**config.mk**
```make
export PLATFORM = sky130hd
export DESIGN_NAME = btn_event_decoder
export DESIGN_NICKNAME = d
export VERILOG_FILES = /design/src/rtl/btn_event_decoder.sv
export SDC_FILE = /design/constraint.sdc
export NUM_CORES = 1
export LEC_CHECK = 0
export ABC_AREA = 0
export CELL_PAD_IN_SITES_DETAIL_PLACEMENT = 1
export CELL_PAD_IN_SITES_GLOBAL_PLACEMENT = 2
export CORE_MARGIN = 2
export CORE_UTILIZATION = 30
export DETAILED_ROUTE_END_ITERATION = 7
export PLACE_DENSITY_LB_ADDON = 0.08
export SYNTH_ARGS = -nofsm -noshare
export SYNTH_HDL_FRONTEND = slang
export SYNTH_SLANG_ARGS = --single-unit
export TNS_END_PERCENT = 50
```
**constraint.sdc**
```tcl
create_clock -name clk -period 2 [get_ports clk]
set_input_delay 0.4 -clock clk [delete_from_list [all_inputs] [get_ports clk]]
set_output_delay 0.4 -clock clk [all_outputs]
set_load 0.05 [all_outputs]
```
**src/rtl/btn_event_decoder.sv**
```systemverilog
// -----------------------------------------------------------------------------
// btn_event_decoder
//
// Turns the debounced level of one button into the one-cycle events used by
// the alarm-clock setting logic: press, short release, long press and
// auto-repeat while the button stays held.
//
// Ports:
//   clk          : system clock, rising edge
//   reset        : synchronous, active-low reset
//   in_btn       : debounced button level, synchronous to clk (1 = pressed)
//   press_pulse  : one-cycle pulse on a new press
//   short_pulse  : one-cycle pulse on release before the long threshold
//   long_pulse   : one-cycle pulse when the hold reaches LONG_CYCLES
//   repeat_pulse : one-cycle pulse every REPEAT_CYCLES while in long mode
//   held         : high while in long mode
//   repeat_count : repeats issued in the current hold, saturating at 255
// -----------------------------------------------------------------------------
module btn_event_decoder #(
    parameter int unsigned LONG_CYCLES   = 16,
    parameter int unsigned REPEAT_CYCLES = 4,
    parameter int unsigned CNT_W         = 16
) (
    input  logic       clk,
    input  logic       reset,
    input  logic       in_btn,
    output logic       press_pulse,
    output logic       short_pulse,
    output logic       long_pulse,
    output logic       repeat_pulse,
    output logic       held,
    output logic [7:0] repeat_count
);

    typedef enum logic [1:0] {
        IDLE    = 2'd0,
        PRESSED = 2'd1,
        LONG    = 2'd2
    } state_t;

    localparam logic [CNT_W-1:0] LONG_LAST   = CNT_W'(LONG_CYCLES - 1);
    localparam logic [CNT_W-1:0] REPEAT_LAST = CNT_W'(REPEAT_CYCLES - 1);

    state_t           state;
    logic [CNT_W-1:0] cnt;
    logic             in_q;
    logic             rise;

    // Saturating increment for the 8-bit repeat counter.
    function automatic logic [7:0] sat_inc8(input logic [7:0] v);
        return (v == 8'hFF) ? v : v + 8'd1;
    endfunction

    assign rise = in_btn & ~in_q;

    // in_q tracks the input even while reset is low, so a button held
    // through reset does not look like a fresh press once reset releases.
    always_ff @(posedge clk) begin
        in_q <= in_btn;
    end

    always_ff @(posedge clk) begin
        if (!reset) begin
            state        <= IDLE;
            cnt          <= '0;
            press_pulse  <= 1'b0;
            short_pulse  <= 1'b0;
            long_pulse   <= 1'b0;
            repeat_pulse <= 1'b0;
            held         <= 1'b0;
            repeat_count <= 8'd0;
        end else begin
            press_pulse  <= 1'b0;
            short_pulse  <= 1'b0;
            long_pulse   <= 1'b0;
            repeat_pulse <= 1'b0;

            case (state)
                IDLE: begin
                    if (rise) begin
                        press_pulse <= 1'b1;
                        cnt         <= '0;
                        state       <= PRESSED;
                    end
                end

                PRESSED: begin
                    // Release wins over reaching the threshold in the same cycle.
                    if (!in_btn) begin
                        short_pulse <= 1'b1;
                        state       <= IDLE;
                    end else if (cnt == LONG_LAST) begin
                        long_pulse   <= 1'b1;
                        held         <= 1'b1;
                        cnt          <= '0;
                        repeat_count <= 8'd0;
                        state        <= LONG;
                    end else begin
                        cnt <= cnt + 1'b1;
                    end
                end

                LONG: begin
                    // Release ends long mode silently and wins over a repeat.
                    if (!in_btn) begin
                        held  <= 1'b0;
                        state <= IDLE;
                    end else if (cnt == REPEAT_LAST) begin
                        repeat_pulse <= 1'b1;
                        cnt          <= '0;
                        repeat_count <= sat_inc8(repeat_count);
                    end else begin
                        cnt <= cnt + 1'b1;
                    end
                end

                default: begin
                    held  <= 1'b0;
                    state <= IDLE;
                end
            endcase
        end
    end

endmodule

```
Yosys cells after proc, flatten, opt, wreduce, memory -nomap -nowiden
Cells that the tools add are included.

Register bits after elaboration: 32. Latch bits: 0. Memory bits (writable): 0. Bits in read-only memories: 0. Input bits: 3. Output and inout port bits: 13. Logic and storage cells: 63. Memories: 0.

Add/subtract/negate cells: 2. Multipliers: 0. Div/mod/pow operators: 0. Magnitude comparators: 0. Eq/ne operators: 13. Shifts and indexed selects: 0. Muxes and demuxes: 25. Bitwise logic cells: 3. Reductions and logical operators: 11.

Operators by type and width (number): $mux W16 (5); $pmux W16 S3 (1); $mux W8 (5); $add A16 B1 Y16 const B (1); $eq A16 B2 Y1 const B (1); $eq A16 B4 Y1 const B (1); $pmux W8 S2 (1); $ne A2 B2 Y1 const B (7); $reduce_and A3 Y1 (3); $add A8 B1 Y8 const B (1); $eq A8 B8 Y1 const B (1); $mux W2 (4); $reduce_and A4 Y1 (2); $mux W1 (7); $pmux W2 S3 (1); $reduce_and A6 Y1 (1); $reduce_and A2 Y1 (2); $ne A3 B3 Y1 const B (1); $pmux W1 S3 (1); $reduce_bool A3 Y1 (1); $eq A2 B1 Y1 const B (1); $eq A2 B2 Y1 const B (1); $logic_not A2 Y1 (1); $not A1 Y1 (2); other kinds (2) (2).

Depth between registers and ports, before layout
Word-level depth: 5. Gate-level depth with buffers: 9. Depth with buffers taken out: 7.

Worst setup path after synthesis
Ideal clock, no wire load.

Path kind: register to register. Start: register cnt[11]. End: register cnt[12]. Library setup time: 115 ps. Arrival time: 1945 ps. Data required time: 1885 ps. Path slack: -60 ps. Stages on the path, launching flop included: 7. Buffers on the path: 1. Clock period less this slack: 2060 ps. Path through: dfxtp_1 or4_4 nor4_1 o2bb2ai_1 o21ai_2 buf_4 nor2_1.

Cells in the longest elaborated chain, start to end: 4. Elaborated cells between the ends (all ways): 8. Classes of those cells: add/sub: 1; eq/ne: 2; mux: 5.

Ends and longest elaborated chain: from (decl) (RTL line 45) `logic [CNT_W-1:0] cnt;`; from (signal assigned) (RTL line 99) `cnt <= cnt + 1'b1;`; from (signal assigned) (RTL line 113) `cnt <= cnt + 1'b1;`; $add A16 B1 Y16, or another cell as far along (RTL line 99, 113); $mux W16 (on tied branches) (RTL line 108, 92); $mux W16 (on tied branches) (RTL line 105, 89); $pmux W16 S3 (*) (RTL line 78) `case (state)`.

Every way passes the cells marked *; elsewhere a longest branch is shown, timed or not. The select of a mux whose other input is x is not followed. A chain may end at the register's enable or synchronous reset.

Worst setup path after layout
Start: register cnt[13]. End: register repeat_count[5].

Cells in the longest elaborated chain, start to end: 3. Elaborated cells between the ends (all ways): 5. Classes of those cells: eq/ne: 4; reduce/logical: 1.

Ends and longest elaborated chain: $eq A16 B2 Y1 / $eq A16 B4 Y1 (equally long branches) (RTL line 108, 92); $ne A2 B2 Y1 (no source line); $reduce_and A6 Y1 (no source line) (*); to (signal assigned) (RTL line 111) `repeat_count <= sat_inc8(repeat_count);`; to (decl) (RTL line 32) `output logic [7:0] repeat_count`.

Every way passes the cells marked *; elsewhere a longest branch is shown, timed or not.

==> results.md <==
* Final instance area at 2330 um^2
* Crit path capture type: flip-flop
* Wire length per cell at around 15 um
* PnR Total Power at about 1600 uW
* Layout cells sized above 1 at about 26%
* Antenna violations before repair at 0
* Most frequent cell after synthesis: dfxtp_1
* Nets at 260
* Vias in the first global route at 1,678
* Worst path cell trace: or4_4 -> o41ai_4 -> buf_4 -> and4bb_1 -> buf_6 -> a41oi_2 -> a31oi_1
* First-pass GRT wire length at 8.22 mm
* Crit Path Max Fanout at 7
* Async set-reset flop share out of synthesis at 0%
* Final period util at 104%
* Worst VDD drop at 0.309 mV
* Yosys warns at 0
* Max Fclk at 483 MHz
* Drt first-iter violations at 36
* Area leader, netlist: dfxtp_1
* Synth unique cells at 45
* CP Data Arrival Time at 2.28 ns
* Die H at a little under 80 um
* Core Box Area at ~5400 um^2
* Slew @ Worst Pin at 0.503 ns
* P per Cell Area at 664 nW/um^2
* Synth Flop Type: dfxtp_1
* Leakage at 0.000913 uW
* Failing checks: negative setup slack
* Hold depth at 1
* Vias at 1,644
* Slowest cell on the critical path: or4_4
* Hold_sp: repeat_count[6]
* Grt ovf at 0
* Tot GR Track Use at 17.1%
* Largest net degree at the start of global routing at 13
* Vias per cell at 5.07
* HPWL after detailed placement at 3.75 mm
* Final slew viol count at 0
* Maxcap violations at 0
* WHS at 0.494 ns
* Register area share after synthesis at about two fifths
* Syn Area/Cell at 8.34 um^2
* Worst r2r src: cnt[13]
* CTS clk-pin slew, worst paths at 0.07 ns
* Post-DP Area at about 2100 um^2
* Die Wd at between 70 and 80 um
* Post-layout util at 42.9%
* Mapped Area at 1660 um^2
* Placer Congestion at 0.799
* Die area at 6140 um^2
* Final min period at 2.07 ns
* IO buf count at 15
* Clock H-tree levels at 2
* Slew HR at 66.4%
* Final hold violation count at 0
* Top Ports at 16
* Reg2Reg Capture Point: repeat_count[5]
* Unrepaired setup endpoints after global routing: true
* WP data required at 2.21 ns
* Initial DRT Pass Iterations at 4
* Hold crit path type: flip-flop to flip-flop
* Clk sink count at 32
* Critical path class: flip-flop to flip-flop
* Ant. Diodes at 0
* Site row count at 27
* Initial Util at 30.5%
* # hold bufs at CTS at 0
* Synth top area share at 38.6%
* Status: complete, but fails checks
* WP depth at 7
* R2R Setup Slk at -0.07 ns
* Endpoint of the worst hold path: repeat_count[6]
* Routed WL at between 4 and 5 mm
* Commonest cells post-synth: dfxtp_1 (32), nor2_1 (25), nand2_1 (18), nand3_1 (9), nand4_1 (9)
* CTS Root Cell: clkbuf_8
* Slowest cell delay on critical path at 0.55 ns
* Post-route ant nets at 0
* Length in cells of the worst reg-to-reg path at 7
* Drt drc at 0
* Gate Count Post-Synth at 199
* Fin worst setup slack at -0.0725 ns
* Top cells by area, synth: dfxtp_1 (39%), nor2_1 (5.7%), ha_1 (4.5%)
* Clk buf depth at 2
* Synthesized flop and latch total at 32
* CTS tree: done
* Clk_lat worst skew at 0.28 ns
* Final Setup Violations at 7
* Post-synth net total at between 200 and 250
* Synth-to-Final Area Change at 40.7%
* Worst Skew at 0.00415 ns
* Cts bufs inserted at 5
* Worst Path Buf+Inv at 2
* Crit-path leading delay family: simple AND/OR/NAND/NOR gates
* EDFF count, synth at 0
* CP Launch Type: flip-flop
==> power by group <==
group | switching, uW | internal, uW
logic | 118 | 96.0
registers | 5.02 | 647
clock network | 246 | 440
total | 369 | 1180
==> metrics by stage <==
stage,instances,setup TNS (ns),worst slack [ns]
after floorplan,199,-0.773,-0.0595
after global placement,314,-0.502,-0.102
after detailed placement,314,-2.09,-0.163
after CTS,324,-0.270,-0.0860
after global routing,324,-1.71,-0.163
final,324,-0.185,-0.0725
==> routing by layer <==
| layer | part of all wire [%] | wire length [um] | vias to the layer above | global-route usage [%] |
|---|---|---|---|---|
| met1 | 45 | 2140 | 801 | 19.6 |
| met4 | 1.1 | 55 | 0 | 4.74 |
| li1 | - | - | 818 | - |
| met2 | 52 | 2480 | 19 | 31.8 |
| met5 | 0 | 0 | - | 0 |
| met3 | 2.1 | 102 | 6 | 3.79 |
==> worst max-delay path by stage <==
stage / startpoint / to
after floorplan: cnt[11] / cnt[12]
after global placement: cnt[15] / repeat_count[1]
after detailed placement: cnt[15] / repeat_count[1]
after CTS: cnt[9] / repeat_count[5]
after global routing: cnt[13] / repeat_count[3]
final: cnt[13] / repeat_count[5]
==> sequential cells by signal, summed over array words and instances (netlist names) <==
register	cells
cnt	16
held	1
in_q	1
long_pulse	1
press_pulse	1
repeat_count	8
repeat_pulse	1
short_pulse	1
state	2
==> final cells by class <==
| type | instances | area [um^2] |
|---|---|---|
| inverters | 6 | 22.5 |
| fillers | 656 | 3100 |
| repair buffers | 54 | 442 |
| flip-flops and latches | 32 | 643 |
| clock buffers | 7 | 96.3 |
| clock inverters | 1 | 30.0 |
| multi-input cells | 152 | 1010 |
| well taps | 72 | 90.1 |
==> cells in the final DEF (no fill, tap or decap), drive strengths merged, types with 2 or more instances in the layout <==
cell and count:
buf 42, a31oi 7, nand4 9, nand3 9
nand2b 4, dfxtp 32, nor2 25, and4 4
xnor2 8, o21ai 6, and2 2, inv 6
xor2 6, a21boi 4, nor4 4, clkbuf 7
or4 3, nand2 18, nor3 7, o31ai 2
clkdlybuf4s50 11, and3 4, a21oi 6, ha 6
nor2b 2
==> what timing repair did <==
item,in CTS,in global routing
setup endpoints to repair,8,24
resized for setup,9,6
pin swaps,7,2
buffers inserted,2,0
==> kinds of logic (layout without fill, tap and decap cells) <==
kind of cell    Yosys count  in the layout  synth area share [%]
simple gates             97             97                  30.8
flops                    32             32                  38.6
xor+xnor                 14             14                  7.39
buf+inv                  15             68                  3.62
fa+ha+maj                 6              6                  4.52
compound gates           34             34                  14.4
mux                       1              1                 0.603
Note: power is estimated with default switching activity, not from simulation.
